===== config.mk =====
export PLATFORM = sky130hd
export DESIGN_NAME = divider_control
export DESIGN_NICKNAME = d
export VERILOG_FILES = /design/src/rtl/divider_control.sv
export SDC_FILE = /design/constraint.sdc
export NUM_CORES = 1
export LEC_CHECK = 0
export ABC_AREA = 0
export CAP_MARGIN = 25
export CORE_MARGIN = 2
export CORE_UTILIZATION = 37
export CTS_CLUSTER_SIZE = 30
export DETAILED_ROUTE_END_ITERATION = 10
export PLACE_DENSITY = 0.62
export REMOVE_ABC_BUFFERS = 1
export SYNTH_ARGS = -nofsm -noshare
export SYNTH_HDL_FRONTEND = slang
export SYNTH_SLANG_ARGS = --single-unit

===== constraint.sdc =====
create_clock -name clk -period 4.2 [get_ports clk]
set_input_delay 1.05 -clock clk [delete_from_list [all_inputs] [get_ports clk]]
set_output_delay 1.05 -clock clk [all_outputs]
set_load 0.01 [all_outputs]

===== src/rtl/divider_control.sv =====
// divider_control: restoring shift-subtract divider, 2N-bit dividend / N-bit divisor -> quotient, remainder, v (overflow/div-by-zero), with st/idle/done handshake
module divider_control #(
  parameter int N = 4
) (
  input  logic           clk,
  input  logic           rst,
  input  logic           st,
  input  logic [2*N-1:0] dividend,
  input  logic [N-1:0]   divisor,
  output logic [N-1:0]   quotient,
  output logic [N-1:0]   remainder,
  output logic           v,
  output logic           idle,
  output logic           done
);
  localparam int CW = $clog2(N + 1);
  typedef enum logic [1:0] {IDLE, CHK, SHSUB, DONE} state_t;
  state_t state, state_n;
  logic [2*N-1:0] acc, acc_n;
  logic [N-1:0] dsr, dsr_n;
  logic [CW-1:0] cnt, cnt_n;
  logic v_n, ovf, ge;
  logic [N:0] t, diff;
  assign t = acc[2*N-1:N-1];
  assign ge = t >= {1'b0, dsr};
  assign diff = t - {1'b0, dsr};
  assign ovf = (dsr == '0) || (acc[2*N-1:N] >= dsr);
  assign quotient = acc[N-1:0];
  assign remainder = acc[2*N-1:N];
  assign idle = state == IDLE;
  assign done = state == DONE;
  always_ff @(posedge clk) begin
    if (rst) begin
      state <= IDLE;
      acc <= '0;
      dsr <= '0;
      cnt <= '0;
      v <= 1'b0;
    end else begin
      state <= state_n;
      acc <= acc_n;
      dsr <= dsr_n;
      cnt <= cnt_n;
      v <= v_n;
    end
  end
  always_comb begin
    state_n = state;
    acc_n = acc;
    dsr_n = dsr;
    cnt_n = cnt;
    v_n = v;
    case (state)
      IDLE: if (st) begin
        state_n = CHK;
        acc_n = dividend;
        dsr_n = divisor;
        cnt_n = '0;
        v_n = 1'b0;
      end
      CHK: begin
        state_n = ovf ? DONE : SHSUB;
        v_n = ovf;
      end
      SHSUB: begin
        acc_n = ge ? {diff[N-1:0], acc[N-2:0], 1'b1} : {acc[2*N-2:0], 1'b0};
        cnt_n = cnt + CW'(1);
        state_n = (cnt == CW'(N - 1)) ? DONE : SHSUB;
      end
      default: state_n = IDLE;
    endcase
  end
endmodule


### Word level (Yosys, flattened, before mapping)

Index checks and enable logic that the tools add are counted.
W data, S select, Z words.

* add/sub/neg operators: 2
* $lt $le $gt $ge: 2
* eq/ne operators: 5
* muxes and demuxes: 11
* reduce and logical (&&, ||, !) cells: 8

Operators by type and width (count)
* $mux W8: 2
* $pmux W8 S2: 1
* $pmux W2 S3: 1
* $pmux W3 S2: 1
* $reduce_and A2 Y1: 3
* $ge A5 B4 Y1: 1
* $eq A2 B2 Y1 const B: 2
* $ge A4 B4 Y1: 1
* $logic_not A4 Y1: 1
* $reduce_bool A2 Y1: 2
* $sub A4 B4 Y4: 1
* $add A3 B1 Y3 const B: 1
* $eq A3 B2 Y1 const B: 1
* $mux W1: 3
* $mux W3: 1
* $eq A2 B1 Y1 const B: 1
* $logic_not A2 Y1: 1
* $mux W2: 1
* $ne A2 B2 Y1 const B: 1
* $pmux W1 S2: 1
* $logic_or A1 B1 Y1: 1

* register bits after elaboration: 18
* input port bits: 15
* word-level logic and storage cells: 33

### Longest topological paths before layout

Gate-level depths: netlist (run 1).

* word-level depth: 4
* gate-level depth with buffers: 7
* gate-level depth less buffers: 7

### Worst setup path after synthesis (run 1)

OpenSTA, ideal clock, no wires.

* path type: input port to flip-flop
* from: in st
* to: reg acc[5]
* arrival time: 1.842 ns
* required time: 4.112 ns
* slack: 2.270 ns
* stages on the path: 4
* path buffers: 0
* cells stage by stage: nand2b_1 o21ai_1 a21oi_1 a311oi_2

* cells in the longest elaborated chain, start to end: 2

Ends and longest elaborated chain
* start: declaration: RTL line 7 `input logic st,`
* $ne A2 B2 Y1 (no source line)
* $reduce_and A2 Y1 (no source line)
* end signal: assignment: RTL line 41 `acc <= acc_n;`
* end: declaration: RTL line 19 `logic [2*N-1:0] acc, acc_n;`

No other way between the ends.
A chain may end at the register's enable or synchronous reset.

### Worst setup path after layout (run 1)

* from: reg state[0]
* to: out idle

* cells in the longest elaborated chain, start to end: 1

Ends and longest elaborated chain
* start: declaration: RTL line 18 `state_t state, state_n;`
* start signal: assignment: RTL line 40 `state <= state_n;`
* $logic_not A2 Y1: RTL line 30 `assign idle = state == IDLE;`
* end: declaration: RTL line 13 `output logic idle,`

No other way between the ends.

==> qor.yml, run 1 <==
outcome:
  run_status: "complete, no violations"
global_routing:
  antenna_found_initial: 0
  first_global_vias: 1063
  grt_overflow: 0
  grt_pass1_wl_um: 4719
  grt_max_degree: 21
  grt_usage: 0.1709
detailed_routing:
  wirelength_um: 2744
  wl_per_cell_um: 13.07
  routed_via_density: 5.224
  dr.pass1.iters: 4
  vias: 1097
  first_iter_violations: 47
  drtAntennaViolNets: 0
  route.detailed.drc: 0
worst_hold_path:
  hold_path.class: "reg2reg"
  hold_path_depth: 2
  hold_path_end: "dsr[3]"
  hp-start: "dsr[3]"
timing:
  clock_skew_ns: 0.003068
  whs_ns: 0.4895
  finalSetupTns_ns: 0
  tightest_slew_ns: 0.7402
  slew_violations: 0
  finalCritPeriodShare: 0.6831
  clock.fmax_mhz: 348.5
  relSlewSlack: 0.5050
  hold_violations: 0
  rsz0062_at_grt: "no"
  setup-violations-final: 0
  period_needed_ns: 2.869
finish:
  drive_above_1_share: 0.06627
  multiInputGateArea_um2: 752.0
  fillCellCount: 300
  final_net_count: 197
  synthToLayoutAreaGrowth_pct: 27.58
  fin_util: 0.4950
  n_antenna_cell: 0
  area.sequential_um2: 360.3
power_and_ir_drop:
  powerDensity_nw_per_um2: 679.0
  vdd_drop_max_mv: 0.2498
  p_total_mw: 1.018
  leakage_nw: 0.5568
setup_path:
  critPathRequiredTime_ns: 3.15
  timing.rr.end: "acc[5]"
  reg2reg_depth: 6
  cp_max_fo: 14
  worstSetupPathType: "reg2out"
  reg2reg_from: "state[0]"
  reg2reg_setup_slack_ns: 2.09
  startpoint_type: "flip-flop"
  cp.arrival_ns: 1.82
  critPathCaptureType: "output port"
clock_network:
  clockBufferDepth: 2
  root_buffer: "clkbuf_4"
  clock_sinks: 18
  clk_latency_ns: 0.30
  cts-htree-levels: 1
  cts_buffers: 3
  post_cts_resize_count: 0
  cts_tree: "yes"
  clkSlewWorstSetupHoldPaths_ns: 0.10
  cts_hold_buf: 0
  cts_setup_buffers: 0
synth:
  ys_types: 37
  async_reset_ff_frac: 0
  synth_area_leader_cell: "dfxtp_1"
  netlist_top_cells_area: "dfxtp_1 31%, ha_1 15%, a21oi_1 6.0%"
  ys_seq_elements: 18
  dominantRegCellSynth: "dfxtp_1"
  yosysTopAreaCellShare: 0.3067
  synth-seq-area-share: 0.3067
  syn_avg_cell_area_um2: 8.332
  synth_area_um2: 1175
  yosys-top-cells-count: "18 x dfxtp_1, 14 x a21oi_1, 14 x ha_1, 14 x nor2_1"
  yosysMostFrequentCell: "dfxtp_1"
  synth_edf_count: 0
  yosysWarnings: 0
  syn_inst: 141
job:
  maxCapViolCount: 0
placement:
  io_buffers: 25
  hpwl_um: 2091
  gp_congestion: 0.9084
die:
  core_um2: 3028
  io_pins: 26
  num_rows: 20
  die_h_um: 60.35
  dieArea_um2: 3642
  start_util: 0.3880
  die_x_um: 60.35
==> worst max-delay path by stage <==
stage	startpoint	to	slack (ns)	depth (start not counted)
after global routing	state[1]	idle	1.23	3
after floorplan	st	acc[5]	2.26	4
after CTS	state[0]	idle	1.32	3
after global placement	st	acc[5]	1.59	5
final	state[0]	idle	1.33	3
after detailed placement	st	acc[5]	1.54	5
==> layout by cell type, fill, tap and decap left out, types with 3 or more instances in the layout <==
master / instances
clkbuf_4: 3
a211oi_1: 5
dfxtp_1: 18
nand2b_1: 3
nor2b_1: 3
inv_1: 12
nor2_1: 14
a21oi_1: 14
mux2i_1: 3
clkdlybuf4s50_1: 25
nand2_1: 12
nor4_1: 3
ha_1: 14
nand3_1: 7
==> critical path: stages, from the launching register on <==
cell             delay [ns]
dfxtp_1                0.36
inv_1                  0.09
ha_1                   0.44
clkdlybuf4s50_1        0.63
==> layout make-up <==
type / instances / share of cell area
Clock buffer: 4 / 0.02421
Inverter: 12 / 0.03005
Multi-Input combinational cell: 107 / 0.5017
Sequential cell: 18 / 0.2404
Tap cell: 44 / 0.03673
Timing Repair Buffer: 25 / 0.1669
==> per-layer routing <==
layer | track usage | part of all wire | up-vias
li1 | - | - | 565
met1 | 0.2129 | 0.47 | 509
met2 | 0.2981 | 0.49 | 19
met3 | 0.02132 | 0.027 | 4
met4 | 0.06984 | 0.013 | 0
met5 | 0 | 0 | -
==> sequential cells by signal, summed over array words and instances (netlist names) <==
signal and count:
v 1, dsr 4, state 2, cnt 3
acc 8
==> through the flow <==
step	setup WS (ns)	cell area, µm²	cells
floorplan	2.256	1157	137
global placement	1.590	1463	206
detailed placement	1.542	1463	206
CTS	1.319	1499	210
global route	1.233	1499	210
finish	1.331	1499	210
==> power by group <==
| group | internal (mW) | switching (mW) | total (mW) |
|---|---|---|---|
| combinational | 0.276 | 0.348 | 0.624 |
| sequential | 0.225 | 0.0607 | 0.285 |
| clock | 0.0529 | 0.0556 | 0.108 |
==> cells by family after synthesis <==
| family | count (synthesis) | share of synthesized area |
|---|---|---|
| and+or+nand+nor | 50 | 0.2077 |
| AOI/OAI and AO/OA | 38 | 0.2332 |
| adders and majority gates | 15 | 0.1661 |
| xor gates and xnor gates | 1 | 0.007456 |
| DFF | 18 | 0.3067 |
| buffers and inverters | 16 | 0.05325 |
| muxes | 3 | 0.02556 |
Note: power is estimated with default switching activity, not from simulation.
==> inputs of run 2 (changes only) <==
clock period = 3 ns   (was 4.2 ns; I/O delays follow)
==> qor.yml, run 2 (synthesis gave the netlist of run 1 again) <==
outcome:
  run_status: "complete, no violations"
finish:
  fin_util: 0.4955  # about the same
  final_net_count: 199  # +1.0%
  final_common_cell: "clkdlybuf4s50_1"
  largest_register_ffs: 8  # unchanged
  top_register: "acc"
  layout_common_cells: "25 x clkdlybuf4s50_1, 18 x dfxtp_1, 14 x nor2_1, 14 x a21oi_1, 14 x ha_1"
  fillCellCount: 311  # +3.7%
  largestRegisters: "acc x8, dsr x4, cnt x3"
  synthToLayoutAreaGrowth_pct: 27.69  # about the same
  n_antenna_cell: 0  # unchanged
  fin_area_um2: 1500  # about the same
  drive_above_1_share: 0.07186  # +0.005591
timing:
  rsz0062_at_grt: "no"
  clock_skew_ns: 0.005476  # +0.002408 ns
  clock.fmax_mhz: 391.5
  setup-violations-final: 0  # unchanged
  finalCritPeriodShare: 0.8514
  finalSetupTns_ns: 0  # unchanged
  slew_violations: 0  # unchanged
  setup_ws_ns: 0.4458  # -0.8852 ns
  whs_ns: 0.4885  # -0.0009530 ns
  tightest_slew_ns: 0.5415  # -0.1988 ns
  period_needed_ns: 2.554
  hold_violations: 0  # unchanged
  relSlewSlack: 0.6366  # +0.1316
clock_network:
  cts_buffers: 3  # unchanged
  clkSlewWorstSetupHoldPaths_ns: 0.10  # about the same
  clockBufferDepth: 2  # unchanged
  clk_latency_ns: 0.28  # -0.02 ns
  cts_setup_buffers: 0  # unchanged
  cts-htree-levels: 1  # unchanged
  post_cts_resize_count: 0  # unchanged
  cts_hold_buf: 0  # unchanged
  root_buffer: "clkbuf_4"
  cts_tree: "yes"
  clock_sinks: 18  # unchanged
placement:
  post_dp_cell_area_um2: 1478  # +1.0%
  pre_cts_ws_ns: 0.6133  # -0.9291 ns
  hpwl_um: 2131  # +1.9%
  io_buffers: 25  # unchanged
  gp_congestion: 0.9303  # +2.4%
worst_hold_path:
  hold_path_depth: 2  # unchanged
  hold_path.class: "reg2reg"
detailed_routing:
  wirelength_um: 2686  # -2.1%
  routed_via_density: 5.280  # +1.1%
  vias: 1114  # +1.5%
  drtAntennaViolNets: 0  # unchanged
  first_iter_violations: 41  # -13%
  route.detailed.drc: 0  # unchanged
  dr.pass1.iters: 4  # unchanged
  wl_per_cell_um: 12.73  # -2.6%
die:
  start_util: 0.3880  # unchanged
  core_um2: 3028  # unchanged
  dieArea_um2: 3642  # unchanged
  io_pins: 26  # unchanged
  num_rows: 20  # unchanged
  die_h_um: 60.35  # unchanged
  die_x_um: 60.35  # unchanged
setup_path:
  startpoint_type: "flip-flop"
  cp.arrival_ns: 1.80  # -0.02 ns
  reg2reg_depth: 6  # unchanged
  cp_max_fo: 14  # unchanged
  critPathRequiredTime_ns: 2.25  # -0.90 ns
  critPathCaptureType: "output port"
  worstSetupPathType: "reg2out"
  cp.depth: 3  # unchanged
  cpLargestDelayFamily: "buffers and inverters"
  crit_chain: "inv_1, ha_1, clkdlybuf4s50_1"
  slowest_delay_ns: 0.63  # about the same
  critPathSlowestCell: "clkdlybuf4s50_1"
  worst-path-buf-inv: 2  # unchanged
global_routing:
  grt_pass1_wl_um: 4843  # +2.6%
  grt_overflow: 0  # unchanged
  first_global_vias: 1079  # +1.5%
  grt_usage: 0.1751  # +0.004272
  antenna_found_initial: 0  # unchanged
  grt_max_degree: 17  # -19%
power_and_ir_drop:
  powerDensity_nw_per_um2: 926.4  # +36%
  vdd_drop_max_mv: 0.4650  # +86%
  leakage_nw: 0.5598  # +0.53%
job:
  maxCapViolCount: 0  # unchanged
==> run 2: cell types whose count changed in the layout (fill, tap and decap cells not counted) <==
cell      previous run  this run
clkbuf_8             1         0
buf_4                0         2
==> run 2: metal layers <==
layer  vias up  track usage  part of all wire
met3         4      0.02772             0.029
met1       517       0.2372              0.49
met2        23       0.2733              0.47
met5         -            0                 0
li1        570            -                 -
met4         0      0.08254             0.014
==> run 2: final cells by class <==
type,count,area (µm²),share of cell area
inverter,12,45.04,0.03002
multi-input combinational,107,752.0,0.5013
timing repair buffer,27,265.3,0.1768
tap,44,55.05,0.03670
sequential,18,360.3,0.2402
clock buffer,3,22.52,0.01501
==> run 2: through the flow <==
stage | cells | power, mW
after floorplan | 137 | 0.9890
after global placement | 208 | 1.256
after detailed placement | 208 | 1.280
after CTS | 211 | 1.400
after global routing | 211 | 1.544
final | 211 | 1.390
==> run 2: worst register-to-register path: cells and delay by family (launching register included) <==
| kind | cells | cell delay [ns] |
|---|---|---|
| compound gates | 3 | 0.75 |
| buf+inv | 1 | 0.09 |
| flops | 1 | 0.36 |
| simple gates | 1 | 0.24 |
| fa+ha+maj | 1 | 0.44 |
==> run 2: report_power, final <==
part           internal, mW  leakage, nW  switching [mW]  total, mW
logic                 0.390        0.398           0.489      0.879
clock network        0.0466       0.0138          0.0669      0.114
registers             0.315        0.148          0.0827      0.397
==> run 2: worst paths after layout <==
kind              startpoint  endpoint  slack [ns]
setup / recovery    state[1]      idle        0.45
hold / removal        dsr[3]    dsr[3]        0.49
setup reg to reg    state[1]    acc[5]        1.02
hold reg to reg       dsr[3]    dsr[3]        0.49
==> inputs of run 3 (changes only) <==
CTS_CLUSTER_SIZE = not set   (was 30)
MAX_ROUTING_LAYER = met4   (was not set)
==> qor.yml, run 3 (synthesis gave the netlist of run 1 again) <==
setup_path:
  slowest_delay_ns: 0.63  # about the same
  startpoint_type: "flip-flop"
  cp_max_fo: 14  # unchanged
  cp.arrival_ns: 1.80  # about the same
  critPathCaptureType: "output port"
  crit_chain: "inv_1, ha_1, clkdlybuf4s50_1"
  critPathRequiredTime_ns: 2.25  # about the same
  critPathSlowestCell: "clkdlybuf4s50_1"
  cpLargestDelayFamily: "buffers and inverters"
  worst-path-buf-inv: 2  # unchanged
  worstSetupPathType: "reg2out"
die:
  die_x_um: 60.35  # unchanged
  dieArea_um2: 3642  # unchanged
  die_h_um: 60.35  # unchanged
  start_util: 0.3880  # unchanged
  num_rows: 20  # unchanged
  core_um2: 3028  # unchanged
  io_pins: 26  # unchanged
clock_network:
  clockBufferDepth: 2  # unchanged
  cts_setup_buffers: 0  # unchanged
  clock_sinks: 18  # unchanged
  cts_buffers: 3  # unchanged
  cts-htree-levels: 1  # unchanged
  clkSlewWorstSetupHoldPaths_ns: 0.10  # about the same
  cts_hold_buf: 0  # unchanged
  clk_latency_ns: 0.28  # about the same
  post_cts_resize_count: 0  # unchanged
  root_buffer: "clkbuf_4"
  cts_tree: "yes"
job:
  maxCapViolCount: 0  # unchanged
finish:
  final_net_count: 199  # unchanged
  largest_register_ffs: 8  # unchanged
  final_common_cell: "clkdlybuf4s50_1"
  synthToLayoutAreaGrowth_pct: 27.69  # unchanged
  layout_common_cells: "25 x clkdlybuf4s50_1, 18 x dfxtp_1, 14 x nor2_1, 14 x a21oi_1, 14 x ha_1"
  largestRegisters: "acc x8, dsr x4, cnt x3"
  top_register: "acc"
  n_antenna_cell: 0  # unchanged
  drive_above_1_share: 0.07186  # unchanged
worst_hold_path:
  hold_path.class: "reg2reg"
power_and_ir_drop:
  p_total_mw: 1.389  # about the same
  leakage_nw: 0.5598  # unchanged
  vdd_drop_max_mv: 0.4650  # about the same
  powerDensity_nw_per_um2: 926.2  # about the same
placement:
  gp_congestion: 0.9468  # +1.8%
  io_buffers: 25  # unchanged
  hpwl_um: 2131  # unchanged
timing:
  slew_violations: 0  # unchanged
  tightest_slew_ns: 0.5318  # -0.009692 ns
  finalCritPeriodShare: 0.8515  # about the same
  relSlewSlack: 0.6431  # +0.006504
  clock_skew_ns: 0.005502  # +0.00002631 ns
  rsz0062_at_grt: "no"
  hold_violations: 0  # unchanged
  period_needed_ns: 2.554  # +0.0002480 ns
  clock.fmax_mhz: 391.5  # about the same
  setup-violations-final: 0  # unchanged
  finalSetupTns_ns: 0  # unchanged
global_routing:
  first_global_vias: 1080  # +0.093%
  grt_overflow: 0  # unchanged
  grt_max_degree: 17  # unchanged
  grt_usage: 0.1807  # +0.005596
  antenna_found_initial: 0  # unchanged
  grt_pass1_wl_um: 4843  # unchanged
detailed_routing:
  first_iter_violations: 39  # -4.9%
  routed_via_density: 5.327  # +0.90%
  drtAntennaViolNets: 0  # unchanged
  wl_per_cell_um: 12.72  # -0.11%
  dr.pass1.iters: 4  # unchanged
  wirelength_um: 2683  # -0.11%
  route.detailed.drc: 0  # unchanged
  vias: 1124  # +0.90%
outcome:
  run_status: "complete, no violations"
## run 3: worst min-delay path, cell delays in order (launching register included)
cell	delay, ns
dfxtp_1	0.34
nand2_1	0.06
a21oi_1	0.06
## run 3: routing by layer
layer,share of wire,up-vias,global-route usage
met4,0.014,0,0.08254
met1,0.48,524,0.2372
met2,0.47,27,0.2733
met5,0,-,-
met3,0.031,4,0.02772
li1,-,569,-
## run 3: worst paths after layout
check        depth (start not counted)  slack [ns]     end  startpoint
max                                  3        0.45    idle    state[1]
min                                  2        0.49  dsr[3]      dsr[3]
max reg2reg                          6        1.03  acc[5]    state[1]
min reg2reg                          2        0.49  dsr[3]      dsr[3]
## run 3: where the power goes
group          total [mW]  internal [mW]  switching, mW
Combinational       0.879          0.390          0.489
Sequential          0.397          0.315         0.0826
Clock               0.113         0.0466         0.0669
Total                1.39          0.751          0.638
## run 3: final cells by class
cell class / count / area, µm²
fill: 311 / 1528
multi-input combinational: 107 / 752.0
sequential: 18 / 360.3
timing repair buffer: 27 / 265.3
tap: 44 / 55.05
inverter: 12 / 45.04
clock buffer: 3 / 22.52
## run 3: metrics by stage
step / std cells / worst slack, ns / hold WS, ns / util / cell area, µm²
after floorplan: 137 / 1.247 / 0.4430 / - / 1157
after global placement: 208 / 0.6953 / 0.4699 / 0.4880 / 1478
after detailed placement: 208 / 0.6133 / 0.4758 / 0.4880 / 1478
after CTS: 211 / 0.4481 / 0.4896 / 0.4955 / 1500
after global routing: 211 / 0.3173 / 0.5118 / 0.4955 / 1500
final: 211 / 0.4455 / 0.4885 / 0.4955 / 1500
